### src/rtl/dm_arbiter_pkg.sv
// Shared definitions for the data-memory port arbiter and its helpers.
package dm_arbiter_pkg;
    localparam int unsigned AW_DEF        = 32;
    localparam int unsigned DW_DEF        = 32;
    localparam int unsigned MAX_BURST_DEF = 4;

    typedef enum logic [1:0] {
        IDLE = 2'd0,
        OWN0 = 2'd1,
        OWN1 = 2'd2
    } arb_state_e;
endpackage

### src/rtl/rr_pick2.sv
// Two-way round-robin picker: on a tie the master that did not own last wins.
module rr_pick2 (
    input  logic req0,
    input  logic req1,
    input  logic last_owner,
    output logic winner,
    output logic any
);
    always_comb begin
        any = req0 | req1;
        if (req0 && req1) winner = ~last_owner;
        else              winner = req1;
    end
endmodule

### src/rtl/dm_arbiter.sv
// Round-robin arbiter sharing the single data-memory port between the CPU
// data port (master 0) and a debug/DMA master (master 1), with bounded bursts.
module dm_arbiter
    import dm_arbiter_pkg::*;
#(
    parameter int unsigned AW        = AW_DEF,
    parameter int unsigned DW        = DW_DEF,
    parameter int unsigned MAX_BURST = MAX_BURST_DEF
) (
    input  logic          clk,
    input  logic          reset,
    input  logic          m0_req,
    input  logic          m0_we,
    input  logic [AW-1:0] m0_addr,
    input  logic [DW-1:0] m0_wdata,
    output logic          m0_gnt,
    output logic          m0_rvalid,
    output logic [DW-1:0] m0_rdata,
    input  logic          m1_req,
    input  logic          m1_we,
    input  logic [AW-1:0] m1_addr,
    input  logic [DW-1:0] m1_wdata,
    output logic          m1_gnt,
    output logic          m1_rvalid,
    output logic [DW-1:0] m1_rdata,
    output logic          dm_ena,
    output logic          dm_wena,
    output logic          dm_rena,
    output logic [AW-1:0] dm_addr,
    output logic [DW-1:0] dm_wdata,
    input  logic [DW-1:0] dm_rdata,
    output logic          busy
);
    localparam int unsigned   CW        = (MAX_BURST > 1) ? $clog2(MAX_BURST) : 1;
    localparam logic [CW-1:0] LAST_BEAT = CW'(MAX_BURST - 1);

    arb_state_e    state, next_state;
    logic [CW-1:0] beat_cnt;
    logic          last_owner;
    logic          pick_winner, pick_any;
    logic          own_sel, own_req, oth_req, own_we, beat;
    logic [AW-1:0] own_addr;
    logic [DW-1:0] own_wdata;

    rr_pick2 u_pick (
        .req0       (m0_req),
        .req1       (m1_req),
        .last_owner (last_owner),
        .winner     (pick_winner),
        .any        (pick_any)
    );

    // Owner-selected datapath; every dm_* output is forced to zero without a beat.
    always_comb begin
        own_sel   = (state == OWN1);
        own_req   = own_sel ? m1_req   : m0_req;
        oth_req   = own_sel ? m0_req   : m1_req;
        own_we    = own_sel ? m1_we    : m0_we;
        own_addr  = own_sel ? m1_addr  : m0_addr;
        own_wdata = own_sel ? m1_wdata : m0_wdata;
        beat      = (state != IDLE) && own_req;
        dm_ena    = beat;
        dm_wena   = beat & own_we;
        dm_rena   = beat & ~own_we;
        dm_addr   = beat ? own_addr  : '0;
        dm_wdata  = beat ? own_wdata : '0;
    end

    always_comb begin
        next_state = state;
        case (state)
            IDLE: if (pick_any) next_state = pick_winner ? OWN1 : OWN0;
            OWN0, OWN1: begin
                if (!own_req)
                    next_state = oth_req ? (own_sel ? OWN0 : OWN1) : IDLE;
                else if (oth_req && beat_cnt == LAST_BEAT)
                    next_state = own_sel ? OWN0 : OWN1;
            end
            default: next_state = IDLE;
        endcase
    end

    always_ff @(posedge clk) begin
        if (reset) begin
            state      <= IDLE;
            m0_gnt     <= 1'b0;
            m1_gnt     <= 1'b0;
            busy       <= 1'b0;
            beat_cnt   <= '0;
            last_owner <= 1'b1;
            m0_rvalid  <= 1'b0;
            m1_rvalid  <= 1'b0;
            m0_rdata   <= '0;
            m1_rdata   <= '0;
        end else begin
            state  <= next_state;
            m0_gnt <= (next_state == OWN0);
            m1_gnt <= (next_state == OWN1);
            busy   <= (next_state != IDLE);

            // Counter saturates so an uncontended owner never wraps back to zero.
            if (state == IDLE || next_state != state)
                beat_cnt <= '0;
            else if (beat && beat_cnt != LAST_BEAT)
                beat_cnt <= beat_cnt + CW'(1);

            if (state != IDLE && next_state != state)
                last_owner <= own_sel;

            m0_rvalid <= beat && !own_we && !own_sel;
            m1_rvalid <= beat && !own_we && own_sel;
            if (beat && !own_we && !own_sel) m0_rdata <= dm_rdata;
            if (beat && !own_we && own_sel)  m1_rdata <= dm_rdata;
        end
    end
endmodule
### config.mk
export PLATFORM = sky130hd
export DESIGN_NAME = dm_arbiter
export DESIGN_NICKNAME = d
export VERILOG_FILES = /design/src/rtl/dm_arbiter_pkg.sv /design/src/rtl/rr_pick2.sv /design/src/rtl/dm_arbiter.sv
export SDC_FILE = /design/constraint.sdc
export NUM_CORES = 1
export LEC_CHECK = 0
export ABC_CLOCK_PERIOD_IN_PS = 2400
export CAP_MARGIN = 30
export CORE_AREA = 2 2 117 119
export CTS_BUF_LIST = sky130_fd_sc_hd__clkbuf_8
export CTS_CLUSTER_SIZE = 28
export DETAILED_ROUTE_END_ITERATION = 10
export DIE_AREA = 0 0 119 121
export PLACE_DENSITY_LB_ADDON = 0.15
export SLEW_MARGIN = 10
export SYNTH_ARGS = -nofsm -noshare
export SYNTH_HDL_FRONTEND = slang
export SYNTH_SLANG_ARGS = --single-unit
### constraint.sdc
create_clock -name clk -period 2.4 [get_ports clk]
set_input_delay 0.24 -clock clk [delete_from_list [all_inputs] [get_ports clk]]
set_output_delay 0.24 -clock clk [all_outputs]
set_load 0.01 [all_outputs]
==> metrics.cfg, run 1 <==
[cts]
cts_buffer_depth=2
clkSinkCount=74
h-tree-depth=3
cts_tree=yes
cts_buffers=9
clk_latency_ns=0.34
clkTransAtPathRegs_ns=0.09
ctsHoldBuffers=0
clockRootBuffer=clkbuf_8

[floorplan]
die_y_microns=121
ios=302
die-area_sq_mm=0.0144
fp-row-count=42
start_util=0.290
core-area_sq_mm=0.0131
fp.dieW_microns=119

[place]
preCtsSetupSlack_ns=-0.114
place_area_sq_mm=0.00714
dp_cells=960
io_buffer_count=301
gp_congestion=0.913
hpwl_microns=13500

[routing]
avgRoutedWirePerCell_microns=17.5
routed_via_density=4.60
dr.pass1.iters=4
vias=4517
drt_wl_total_microns=17200
drtIter0Drc=254
final_antenna_net_count=0
drc=0

[global_routing]
grt_max_degree=67
met3_usage=0.0893
grt_pass1_vias=4505
grt_pass1_wl_microns=25400
antenna_found_initial=4
grt_use_met2=0.397
globalRouteMet1Util=0.267
busiest_layer=met2
overflow=0
grt_usage=0.232

[synth]
ys_seq_area_frac=0.391
syn_area_sq_mm=0.00379
synth_seq_cells=74
synth_edf_count=0
syn_nets=665
yosysUniqueCellTypes=41
synthFlopType=dfxtp_1
ys_warn_count=0
synth.avg_cell_area_sq_um=7.65
async_flop_share=0
synth_cells=495

[worst_setup_path]
crit_buf_inv=3
critPathLaunchType=flop
crit_path_max_fanout=5
arrival_ns=2.55
path_class=flop to flop
end_kind=flop
path_cells=inv_2, ha_4, buf_4, o2111ai_2, buf_4, a31o_2, a211o_1, a21o_1, a2111oi_4
worst_path_most_repeated_cell=buf_4
reg2regPathDepth=9
critical_path_required_ns=2.64
critPathSlowestCell=dfxtp_1
path_delay_family=compound AO/OA/AOI/OAI gates
crit_path_max_incr_delay_ns=0.33
crit_cells=9

[power]
p_leak_nw=2.79
power_w=0.00444
cellPowerDensity_mw_per_mm2=608
ir_drop_v=0.000219

[layout]
final_cell_area_sq_mm=0.00730
nets=967
fin_cells=982
syn_to_final_growth_pct=92.7
drive_gt1_frac=0.101

[timing]
slew_viol_final=0
tightest_slew_ns=0.685
fin_skew_ns=0.0145
slew_headroom=0.543
min_period_over_period=0.964
period_needed_ns=2.31
timing.fmax_ghz=0.432
setup_viol=0
finalHoldViolCount=0
finalWorstSetupSlack_ns=0.0871

[status]
status=finished, final reports clean

[min_path]
min_path_cells=2
worstHoldPathType=input pin to flop

[flow_run]
maxCapViolations=0

## cell usage in the layout, fill, tap and decap left out, drive strengths merged, types with 3 or more instances in the layout
master         synthesis  routed
clkdlybuf4s50          0     233
nand2                131     131
dfxtp                 74      74
nor2                  69      69
mux2i                 67      67
a21oi                 65      65
dlygate4sd2            0      46
buf                    8      31
clkbuf                32      22
clkdlybuf4s15          0       7
inv                    4       6
diode                  0       4
a2111oi                4       4
ha                     4       4
and2                   3       3
nor3                   3       3
clkinv                 0       3
## power by group
part | switching (W) | total [W] | internal (W)
combinational | 0.00106 | 0.00222 | 0.00116
sequential | 0.0000462 | 0.00137 | 0.00132
clock | 0.000477 | 0.000850 | 0.000373
## cell usage after synthesis (all sizes together), types with 2 or more instances
library cell	instances	share of area
nand2	131	0.13
dfxtp	74	0.39
nor2	69	0.068
mux2i	67	0.18
a21oi	65	0.086
clkbuf	32	0.032
buf	8	0.010
a2111oi	4	0.013
ha	4	0.013
inv	4	0.0040
and2	3	0.0050
nor3	3	0.0040
a211o	2	0.0046
and3	2	0.0046
nand3b	2	0.0040
nand4	2	0.0033
nor4b	2	0.0046
or2	2	0.0033
or3	2	0.0033
## worst register-to-register path: cells and delay by family (launching register included)
| family | cells | cell delay [ns] |
|---|---|---|
| compound gates | 5 | 1.22 |
| buf+inv | 3 | 0.44 |
| flops | 1 | 0.33 |
| fa+ha+maj | 1 | 0.21 |
## registers in the layout, summed over array words and instances, names as in the netlist
| signal | count |
|---|---|
| m0_rdata | 32 |
| m1_rdata | 32 |
| beat_cnt | 2 |
| state | 2 |
| busy | 1 |
| last_owner | 1 |
| m0_gnt | 1 |
| m0_rvalid | 1 |
| m1_gnt | 1 |
| m1_rvalid | 1 |
## kinds of logic after synthesis
logic type,Yosys count,share of synthesized area
DFF,74,0.391
AOI/OAI and AO/OA,81,0.127
buffers and inverters,44,0.0459
and+or+nand+nor,224,0.243
muxes,67,0.177
xor gates and xnor gates,1,0.00231
adders and majority gates,4,0.0132
## stage by stage
stage | utilization | hold slack (ns) | TNS, ns
2_1_floorplan | - | 0.376 | 0
3_3_place_gp | 0.546 | 0.442 | -0.450
3_5_place_dp | 0.546 | 0.446 | -0.973
4_1_cts | 0.558 | 0.159 | 0
5_1_grt | 0.558 | 0.195 | -0.00574
6_report | 0.558 | 0.195 | 0
## worst paths after layout
check                             startpoint           end  slack, ns
worst max register to register      state[0]   beat_cnt[0]       0.09
worst min-delay path                   reset   beat_cnt[0]       0.20
worst min register to register  m0_rdata[10]  m0_rdata[10]       0.46
worst max-delay path                state[0]   beat_cnt[0]       0.09
## timing repair
item | 4_1_cts | 5_1_grt
gates cloned | 1 | 0
buffers inserted | 0 | 1
endpoints found under the setup margin | 68 | 22
pin swaps | 0 | 3
resized for setup | 78 | 37
## cell type report
class | count | area, sq um
antenna | 4 | 10.0
clock buffer | 9 | 124
clock inverter | 7 | 46.3
fill | 1193 | 5780
inverter | 4 | 15.0
multi-input combinational | 377 | 2200
sequential | 74 | 1480
tap | 176 | 220
timing repair buffer | 331 | 3210
## metal layers
| layer | vias to the layer above | wire (microns) |
|---|---|---|
| li1 | 2258 | - |
| met2 | 181 | 8630 |
| met5 | - | 0 |
| met4 | 0 | 229 |
| met3 | 12 | 1540 |
| met1 | 2066 | 6760 |
Note: power is estimated with default switching activity, not from simulation.
==> run 2: changes to the inputs <==
--- a/config.mk
+++ b/config.mk
@@ -12,6 +12,7 @@
 export CTS_CLUSTER_SIZE = 28
 export DETAILED_ROUTE_END_ITERATION = 10
 export DIE_AREA = 0 0 119 121
+export GPL_ROUTABILITY_DRIVEN = 0
 export PLACE_DENSITY_LB_ADDON = 0.15
 export SLEW_MARGIN = 10
 export SYNTH_ARGS = -nofsm -noshare
==> results of run 2 <==
The final DEF is identical to that of run 1; final timing and power are the same.
==> patch, RTL diff (settings of run 1) <==
Make the reset (`reset`) asynchronous in one clocked block.
--- a/src/rtl/dm_arbiter.sv
+++ b/src/rtl/dm_arbiter.sv
@@ -82,3 +82,3 @@
 
-    always_ff @(posedge clk) begin
+    always_ff @(posedge clk or posedge reset) begin
         if (reset) begin
Behaviour: differs if reset is asserted again (counterexample within 4 cycles, from zero or initial values and one cycle with reset high); with reset held inactive, the same outputs for 10 cycles.
==> patch against run 1 <==
Register-to-register slack better by 0.05 ns. Worst setup slack worse by 0.020 ns. Synthesized cell count down 30%. Sequential cell count unchanged. Global-route usage down 3.1 points. Non-clock buffer count down 10. Routed wire length down 14%. Synthesized area up 5.9%. Cell area up 2.4%. Critical path type is now flip-flop to primary output.
Power is not compared: it rests on default switching activity, and its combinational part moved more than twofold at a synthesized area within 25%.
==> patch: results <==
{
  "grt_max_degree": 47,
  "vias": 3816,
  "cpMaxStageDelayCell": "dfrtp_2",
  "grtUsageTotal": 0.2010,
  "gp_congestion": 0.9056,
  "status": "complete, no violations",
  "synth.distinct_cells": 35,
  "syn-num-nets": 518,
  "hp-class": "input pin to async pin",
  "placedCellCount": 816,
  "drt_iter0_drc": 110,
  "yosysSeqAreaShare": 0.4618,
  "worst_path_largest_cell_delay_ns": 0.44,
  "tightest_slew_ns": 0.6248,
  "synth_top_area_share": 0.4553,
  "post-place-ws_ns": 0.03736,
  "skew_ns": 0.007223,
  "syn_inst": 348,
  "drt_wl_total_um": 14710,
  "antenna_found_initial": 2,
  "crit_arrival_ns": 2.09,
  "async_flop_share": 1.000,
  "synth_common_cells": "73 x dfrtp_1, 68 x mux2i_1, 68 x nor2_1, 62 x mux2_2, 9 x buf_2",
  "final_nets": 825,
  "synthTopCellsByArea": "dfrtp_1 46%, mux2_2 17%, mux2i_1 17%, nor2_1 6.4%, buf_6 2.0%",
  "first_global_vias": 4097,
  "finalNonFillerCells": 838,
  "hpwl_um": 11490
}
==> patch: cell types whose count changed after synthesis, moves of 3 or more <==
cell,run 1,this run
a21oi_1,65,2
buf_2,1,9
dfrtp_1,0,73
xnor2_1,1,4
mux2_2,0,62
and2_1,3,0
clkbuf_1,32,3
dfxtp_1,74,0
nand2_1,131,4
nand2b_1,0,3
buf_6,0,7
==> patch: cell type report <==
| type | instances | area [um2] |
|---|---|---|
| antenna | 2 | 5.005 |
| clock inverter | 7 | 61.31 |
| fill | 1120 | 5609 |
| clock buffer | 9 | 123.9 |
| sequential | 74 | 1854 |
| multi-input combinational | 243 | 1998 |
| timing repair buffer | 321 | 3191 |
| tap | 176 | 220.2 |
| inverter | 6 | 22.52 |
==> patch: through the flow <==
step	cell area (um2)	hold WS (ns)	util
global route	7473	0.3178	0.5711
finish	7476	0.2797	0.5713
global placement	7296	0.4685	0.5576
floorplan	4013	0.3747	-
CTS	7453	0.2865	0.5696
detailed placement	7296	0.4798	0.5576
==> patch: power by group through the flow <==
stage	Sequential, mW	Combinational (mW)	Clock (mW)
CTS	2.16	5.07	0.946
global route	2.23	5.41	1.01
floorplan	2.43	2.23	0
finish	2.15	5.05	0.920
global placement	2.15	5.12	0
detailed placement	2.18	5.18	0
==> patch: cell families after synthesis <==
| group | count (synthesis) | synth area share |
|---|---|---|
| xor gates and xnor gates | 4 | 0.008730 |
| buffers and inverters | 31 | 0.04490 |
| adders and majority gates | 4 | 0.01247 |
| muxes | 132 | 0.3492 |
| AOI/OAI and AO/OA | 12 | 0.02089 |
| DFF | 74 | 0.4618 |
| and+or+nand+nor | 91 | 0.1020 |
==> patch: layer usage <==
layer / vias to the layer above / wire, um / GRT usage
li1: 1815 / - / -
met1: 1810 / 5595 / 0.2234
met2: 170 / 7423 / 0.3502
met3: 21 / 1410 / 0.07895
met4: 0 / 280 / 0.06994
met5: - / 0 / 0
==> patch: worst paths after layout <==
path / cells past startpoint / slack (ns) / end / startpoint
worst min register to register: 1 / 0.49 / m1_rdata[22] / m1_rdata[22]
worst max-delay path: 6 / 0.07 / dm_addr[23] / state[1]
min in group clk: 1 / 0.49 / m1_rdata[22] / m1_rdata[22]
worst min-delay path: 2 / 0.28 / m0_rdata[23] / reset
max in group asynchronous: 3 / 1.45 / m1_rdata[6] / reset
worst max register to register: 8 / 0.14 / m0_rdata[19] / state[1]
==> patch: repair_timing <==
action                     4_1_cts  5_1_grt
setup endpoints to repair       67       31
resized for setup               73       55
hold buffers                     0        0
cloned                           1        0
buffers inserted                 1        2
